[src/rtl/zint_mc.sv]
// -----------------------------------------------------------------------------
// zint_mc - Z80 IM2 interrupt controller with NSRC prioritised sources.
//
// Collects one-clk request strobes from the frame/line/DMA/event generators,
// keeps a pending flag per source, drives the CPU ~INT line and, on each
// rising edge of the CPU acknowledge, latches the winning source so the IM2
// vector can be presented on the data bus.
//
// Parameters
//   NSRC       number of sources (1..16), index 0 is the highest priority
//   PULSE_LEN  zclk_en ticks a pulse-mode request survives without an ack
//   PULSE_MASK bit i=1: source i is pulse-mode (self-expiring)
//   VDOS_DROP  bit i=1: source i is cleared and blocked while vdos=1
//   VECT_BASE  vector of source 0; source i uses VECT_BASE - 2*i (mod 256)
//
// Ports
//   clk        in   system clock
//   res        in   synchronous active-high reset
//   zclk_en    in   one-clk strobe per Z80 clock, advances the pulse timers
//   int_start  in   [NSRC] request strobes, bit i = source i
//   intmask    in   [NSRC] per-source enable, 0 clears and blocks the source
//   vdos       in   VDOS active, hides all requests from the CPU
//   intack     in   CPU acknowledge level, rising edge is the ack event
//   int_pend   out  [NSRC] registered pending flags
//   im2vect    out  [8] IM2 vector of the last acknowledged source
//   int_n      out  ~INT to the CPU, active-low
// -----------------------------------------------------------------------------
module zint_mc #(
   parameter int          NSRC       = 8,
   parameter int          PULSE_LEN  = 32,
   parameter logic [15:0] PULSE_MASK = 16'h0001,
   parameter logic [15:0] VDOS_DROP  = 16'h0003,
   parameter logic [7:0]  VECT_BASE  = 8'hFF
) (
   input  logic            clk,
   input  logic            res,
   input  logic            zclk_en,
   input  logic [NSRC-1:0] int_start,
   input  logic [NSRC-1:0] intmask,
   input  logic            vdos,
   input  logic            intack,
   output logic [NSRC-1:0] int_pend,
   output logic [7:0]      im2vect,
   output logic            int_n
);

   localparam int            TW    = $clog2(PULSE_LEN + 1);
   localparam logic [TW-1:0] TMAX  = TW'(PULSE_LEN);
   localparam logic [TW-1:0] TONE  = TW'(1);
   // One code past the largest source index marks "no source acknowledged".
   localparam logic [4:0]    DUMMY = 5'd16;

   logic [NSRC-1:0] pend_q;
   logic [NSRC-1:0] pend_d;
   logic [NSRC-1:0] visible_s;
   logic [TW-1:0]   timer_q [NSRC];
   logic [TW-1:0]   timer_d [NSRC];
   logic            intack_q;
   logic            ack_s;
   logic            any_vis_s;
   logic [3:0]      win_s;
   logic [4:0]      sel_q;
   logic [4:0]      sel_d;

   // IM2 vector for a latched selection; the dummy selection maps to the base.
   function automatic logic [7:0] vect_of(input logic [4:0] sel);
      logic [7:0] v;
      if (sel == DUMMY) begin
         v = VECT_BASE;
      end else begin
         v = VECT_BASE - {3'b000, sel[3:0], 1'b0};
      end
      return v;
   endfunction

   // Requests visible to the CPU, the ack edge and the priority winner.
   always_comb begin
      visible_s = vdos ? {NSRC{1'b0}} : pend_q;
      any_vis_s = |visible_s;
      ack_s     = intack & ~intack_q;
      win_s     = 4'd0;
      // Scan from the lowest priority upward so the lowest set index wins.
      for (int i = NSRC - 1; i >= 0; i--) begin
         if (visible_s[i]) begin
            win_s = 4'(i);
         end else begin
            win_s = win_s;
         end
      end
   end

   // Next pending flags and pulse timers, rules listed in priority order.
   always_comb begin
      pend_d = pend_q;
      for (int i = 0; i < NSRC; i++) begin
         timer_d[i] = timer_q[i];
         if (res || !intmask[i] || (vdos && VDOS_DROP[i])) begin
            pend_d[i] = 1'b0;
         end else if (int_start[i]) begin
            // A fresh strobe beats a same-cycle ack or expiry.
            pend_d[i] = 1'b1;
         end else if (ack_s && any_vis_s && (win_s == 4'(i))) begin
            pend_d[i] = 1'b0;
         end else if (PULSE_MASK[i] && (timer_q[i] == TMAX)) begin
            pend_d[i] = 1'b0;
         end else begin
            pend_d[i] = pend_q[i];
         end

         if (res || !PULSE_MASK[i]) begin
            timer_d[i] = TMAX;
         end else if (int_start[i]) begin
            // Restart the window, also when the source is already pending.
            timer_d[i] = {TW{1'b0}};
         end else if (zclk_en && (timer_q[i] < TMAX)) begin
            timer_d[i] = timer_q[i] + TONE;
         end else begin
            timer_d[i] = timer_q[i];
         end
      end
   end

   // Latched selection: winner on an ack, dummy on a spurious ack.
   always_comb begin
      sel_d = sel_q;
      if (res) begin
         sel_d = DUMMY;
      end else if (ack_s) begin
         sel_d = any_vis_s ? {1'b0, win_s} : DUMMY;
      end else begin
         sel_d = sel_q;
      end
   end

   // State registers with synchronous reset.
   always_ff @(posedge clk) begin
      if (res) begin
         pend_q   <= {NSRC{1'b0}};
         intack_q <= 1'b0;
         sel_q    <= DUMMY;
         for (int i = 0; i < NSRC; i++) begin
            timer_q[i] <= TMAX;
         end
      end else begin
         pend_q   <= pend_d;
         intack_q <= intack;
         sel_q    <= sel_d;
         for (int i = 0; i < NSRC; i++) begin
            timer_q[i] <= timer_d[i];
         end
      end
   end

   // Outputs derive from registers; vdos only masks ~INT, so held sources
   // reappear on the CPU line the moment vdos falls.
   always_comb begin
      int_pend = pend_q;
      int_n    = ~any_vis_s;
      im2vect  = vect_of(sel_q);
   end

endmodule
[config.mk]
export PLATFORM = sky130hd
export DESIGN_NAME = zint_mc
export DESIGN_NICKNAME = d
export VERILOG_FILES = /design/src/rtl/zint_mc.sv
export SDC_FILE = /design/constraint.sdc
export NUM_CORES = 1
export LEC_CHECK = 0
export BUFFER_PORTS_ARGS = -buffer_cell sky130_fd_sc_hd__buf_2
export CORE_MARGIN = 1
export CORE_UTILIZATION = 30
export DETAILED_ROUTE_END_ITERATION = 10
export GPL_TIMING_DRIVEN = 0
export PLACE_DENSITY_LB_ADDON = 0.1
export SKIP_CTS_REPAIR_TIMING = 1
export SLEW_MARGIN = 20
export SYNTH_ARGS = -nofsm -noshare
export SYNTH_HDL_FRONTEND = slang
export SYNTH_SLANG_ARGS = --single-unit
[constraint.sdc]
create_clock -name clk -period 1.7 [get_ports clk]
set_input_delay 0.17 -clock clk [delete_from_list [all_inputs] [get_ports clk]]
set_output_delay 0.17 -clock clk [all_outputs]
set_load 0.05 [all_outputs]
**After elaboration in Yosys (flattened, before gate mapping)**

Memories as Yosys holds them, arrays and structs flattened.
Index checks and enable logic that the tools add are counted.

- Bits in registers: 14
- Latch bits: 0
- RAM bits: 48
- ROM bits: 0
- Input bits: 21
- Output and inout port bits: 17
- Logic and storage cells: 122
- Memories: 1

- $add $sub $neg: 2
- Multipliers: 0
- Div/mod/pow operators: 0
- Magnitude comparators: 1
- Eq/ne operators: 9
- Shift operators: 0
- Muxes and demuxes: 42
- Bitwise gates (word level): 11
- Reduce and logical (&&, ||, !) cells: 46

Memory list:

| name | words | bits a word | rd ports | clocked after Yosys merged registers in | write ports | line | text |
|---|---|---|---|---|---|---|---|
| timer_q | 8 | 6 | 1 | 0 | 8 | 56 | `logic [TW-1:0] timer_q [NSRC];` |

Operators by type and width:

| operator | count |
|---|---|
| two-way mux 6 bit | 11 |
| two-way mux 3 bit | 8 |
| two-way mux 1 bit | 20 |
| two-way mux 8 bit | 2 |
| OR reduction 2 bit | 8 |
| nonzero test 2 bit | 7 |
| logical AND 1 bit | 10 |
| logical OR 1 bit | 10 |
| equality test 3 bit, second input constant | 3 |
| equality test 4 x 2 -> 1 bit, second input constant | 2 |
| zero test 1 bit | 8 |
| bitwise OR 1 bit | 8 |
| OR reduction 8 bit | 1 |
| subtractor 1 x 6 -> 7 bit, first input constant | 1 |
| adder 6 x 1 -> 6 bit, second input constant | 1 |
| equality test 6 bit, second input constant | 1 |
| < comparator 6 bit, second input constant | 1 |
| equality test 5 bit, second input constant | 1 |
| two-way mux 5 bit | 1 |
| equality test 4 x 1 -> 1 bit, second input constant | 1 |
| equality test 4 x 3 -> 1 bit, second input constant | 1 |
| zero test 4 bit | 1 |
| nonzero test 3 bit | 1 |
| NOT 1 bit | 2 |
| bitwise AND 1 bit | 1 |

**Logic depth before layout (Yosys ltp)**

- Word-level depth: 13
- Gate-level depth with buffers: 5
- Depth with buffers taken out: 5

**Worst setup path after synthesis**

OpenSTA, ideal clock, no wires.

- Path kind: register to register
- Start point: reg pend_q[0], in the netlist int_pend[0]
- End point: reg pend_q[6], in the netlist int_pend[6]
- Setup time: 0.120 ns
- Arrival: 1.618 ns
- Required time: 1.580 ns
- Path slack: -0.038 ns
- Cell stages (with the launch flop): 5
- Buffers on the path: 0
- Clock period less this slack: 1.738 ns
- Path through: dfxtp_1 -> nor4_1 -> or3b_1 -> and3b_1 -> a21oi_1

- Word-level cells in the longest chain between the ends: 5
- Elaborated cells between the ends (all ways): 7
- Classes of those cells: eq/ne (1); mux (2); reduce/logical (4)

Ends and longest elaborated chain:

| item | line | text |
|---|---|---|
| start, declared | 53 | `logic [NSRC-1:0] pend_q;` |
| start signal, assigned | 138 | `pend_q <= {NSRC{1'b0}};` |
| start signal, assigned | 145 | `pend_q <= pend_d;` |
| two-way mux 8 bit (*) | 78 | `visible_s = vdos ? {NSRC{1'b0}} : pend_q;` |
| two-way mux 3 bit / OR reduction 8 bit (equally long branches) | 84, 79 |  |
| equality test 3 bit / logical AND 1 bit (equally long branches) | 102 | `end else if (ack_s && any_vis_s && (win_s == 4'(i))) begin` |
| logical AND 1 bit (*) | 102 |  |
| nonzero test 2 bit (no source line) (*) | -- |  |

Mark *: on every way between the ends. The rest lies on a longest branch, timed or not.
A chain may end at the register's enable or synchronous reset.

**Final worst setup path**

- Start point: reg pend_q[0], in the netlist int_pend[0]
- End point: out int_n

- Word-level cells in the longest chain between the ends: 3

Ends and longest elaborated chain:

| item | line | text |
|---|---|---|
| two-way mux 8 bit | 78 |  |
| OR reduction 8 bit | 79 | `any_vis_s = \|visible_s;` |
| NOT 1 bit | 158 | `int_n = ~any_vis_s;` |
| end, declared | 44 | `output logic int_n` |

Every way passes these cells.

==> flow_summary.toml <==
[outcome]
outcome = "complete, but fails checks"
violations = "DRC"

[sta]
whs_ns = 0.0803
finalHoldViolations = 0
fmax_mhz = 619
skew_ns = 0.000365
fin_ws_ns = 0.0836
post-route-period-util_pct = 95.1
finalMaxSlewViolations = 0
rsz0062_at_grt = "false"
period_needed_ns = 1.62
finalSetupViolations = 0
setup_tns_ns = 0

[floorplan]
fp-row-count = 19
die_x_um = 57.4
die_area_um2 = 3300
ios = 38
initial_core_util_pct = 32.6
core_um2 = 2830
dieHeight_um = 57.4

[power]
ir_worst_vdd_mv = 0.298
p_leak_nw = 0.506
powerDensity_nw_per_um2 = 772
power.total_uw = 924

[clock_network]
cts_tree = "built"
numCtsBuffers = 3
clk_latency_ns = 0.29
clk_pin_slew_ns = 0.11
htreeDepth = 1
clockBufferDepth = 2
clockRootBuffer = "clkbuf_4"
clock-sinks = 18

[setup_path]
cp_cell_sequence = "nor4_4 > a21o_1 > buf_2"
worstSetupEndpointType = "primary output"
critical_path_class = "reg -> out"
cp-start-kind = "register"
crit_fanout = 7
arrival_ns = 1.45
slowest_delay_ns = 0.41
crit_start = "int_pend[0]"
r2r-end = "int_pend[4]"
required_ns = 1.53
crit_slowest_cell = "dfxtp_1"
r2r_slack_ns = 0.10
rr_worst_depth = 4
endpoint = "int_n"
r2r-start = "int_pend[0]"

[layout]
fillCellCount = 299
layout-drive-gt1-share_pct = 30.9
instances_no_fill = 180
area_delta_synth_final_pct = 29.9
fin_util_pct = 42.3
stdcell_area_um2 = 1200
layout_commonest_cell = "buf_2"
nNetsFinal = 173
final_cell_mix = "31 x buf_2, 18 x dfxtp_1, 11 x a21oi_1"
diodes = 0

[synthesis]
synthCells = 110
avgSynthCellArea_um2 = 8.38
ys_types = 33
ys_ff_latch = 18
synth_warnings = 0
ys.flop_type = "dfxtp_1"
netlist_area_um2 = 922
synth-edff-count = 0
ys_async_sr_fraction_pct = 0
ys_seq_area_share_pct = 39.1

[route]
ant_nets = 0
drc_errors = 5
routedWlPerCell_um = 11.8
first_iter_violations = 20
drt-total-wl_mm = 2.13
via_count = 891
dr.pass1.iters = 7
vias_per_cell = 4.95

[global_routing]
overflow = 0
grt_usage_pct = 13.8
antenna_found_initial = 0
grt_start_max_net_pins = 11
grt_pass1_vias = 842
grt_first_pass_wirelength_mm = 3.50

[placed_design]
dp_hpwl_mm = 1.67
post_dp_cell_area_um2 = 1140
dp_slack_ns = 0.0790
placed_cells = 176
gp_congestion = 0.740
io_buffers = 31

[min_path]
hold_class = "in -> reg"

[run]
maxCapViolCount = 0
## registers in the layout (all words and copies together) (netlist names)
signal,count
timer_q,6
int_pend,8
intack_q,1
sel_q,3
## worst max-delay path, delay by kind of cell (launching register included)
kind / cells / cell delay (ns)
flops: 1 / 0.41
simple gates: 1 / 0.34
buf+inv: 1 / 0.25
compound gates: 1 / 0.15
## synth_stat cells, types with 2 or more instances
master / n / area [um2]
o21a_1: 2 / 15.0
xnor2_1: 2 / 17.5
nor4b_1: 3 / 26.3
inv_1: 5 / 18.8
o21ai_0: 7 / 35.0
a31oi_1: 2 / 12.5
nand2_1: 5 / 18.8
nor2_1: 9 / 33.8
a21oi_1: 11 / 55.1
xor2_1: 2 / 17.5
buf_4: 5 / 37.5
nor3_1: 8 / 40.0
ha_1: 2 / 25.0
nor2b_1: 8 / 50.1
nor4_1: 4 / 25.0
dfxtp_1: 18 / 360
## where the power goes
group	switching [mW]	internal, mW
registers	0.0190	0.436
clock network	0.141	0.130
logic	0.127	0.0712
## cell families after synthesis
| family | after synthesis | share of synthesized area [%] |
|---|---|---|
| AO/OA/AOI/OAI | 29 | 19.4 |
| XOR/XNOR | 4 | 3.80 |
| adder cells (fa/ha/maj) | 2 | 2.71 |
| buffers and inverters | 12 | 6.92 |
| flip-flops | 18 | 39.1 |
| other | 1 | 0.407 |
| AND/OR/NAND/NOR | 44 | 27.7 |
## how the worst min path moves through the flow
stage,depth (start not counted),end,start,slack (ns)
global route,3,int_pend[0],intmask[0],0.09
global placement,3,int_pend[0],intmask[0],0.40
floorplan,1,timer_q[0][0],int_start[0],0.25
CTS,3,int_pend[0],intmask[0],0.07
finish,3,int_pend[0],intmask[0],0.08
detailed placement,3,int_pend[0],intmask[0],0.39
## cell type report
| cell class | count | area [um2] | area share, % |
|---|---|---|---|
| Clock buffer | 4 | 36.3 | 3.03 |
| Inverter | 5 | 18.8 | 1.57 |
| Buffer | 7 | 45.0 | 3.76 |
| Multi-Input combinational cell | 84 | 543 | 45.4 |
| Timing Repair Buffer | 31 | 155 | 13.0 |
| Tap cell | 31 | 38.8 | 3.24 |
| Sequential cell | 18 | 360 | 30.1 |
## layer usage
layer / up-vias / GRT usage, % / routed length, um
met2: 25 / 24.3 / 1060
met5: - / 0 / 0
met4: 0 / 5.23 / 19
met3: 2 / 2.49 / 125
met1: 399 / 16.6 / 921
li1: 465 / - / -
Note: power is estimated with default switching activity, not from simulation.
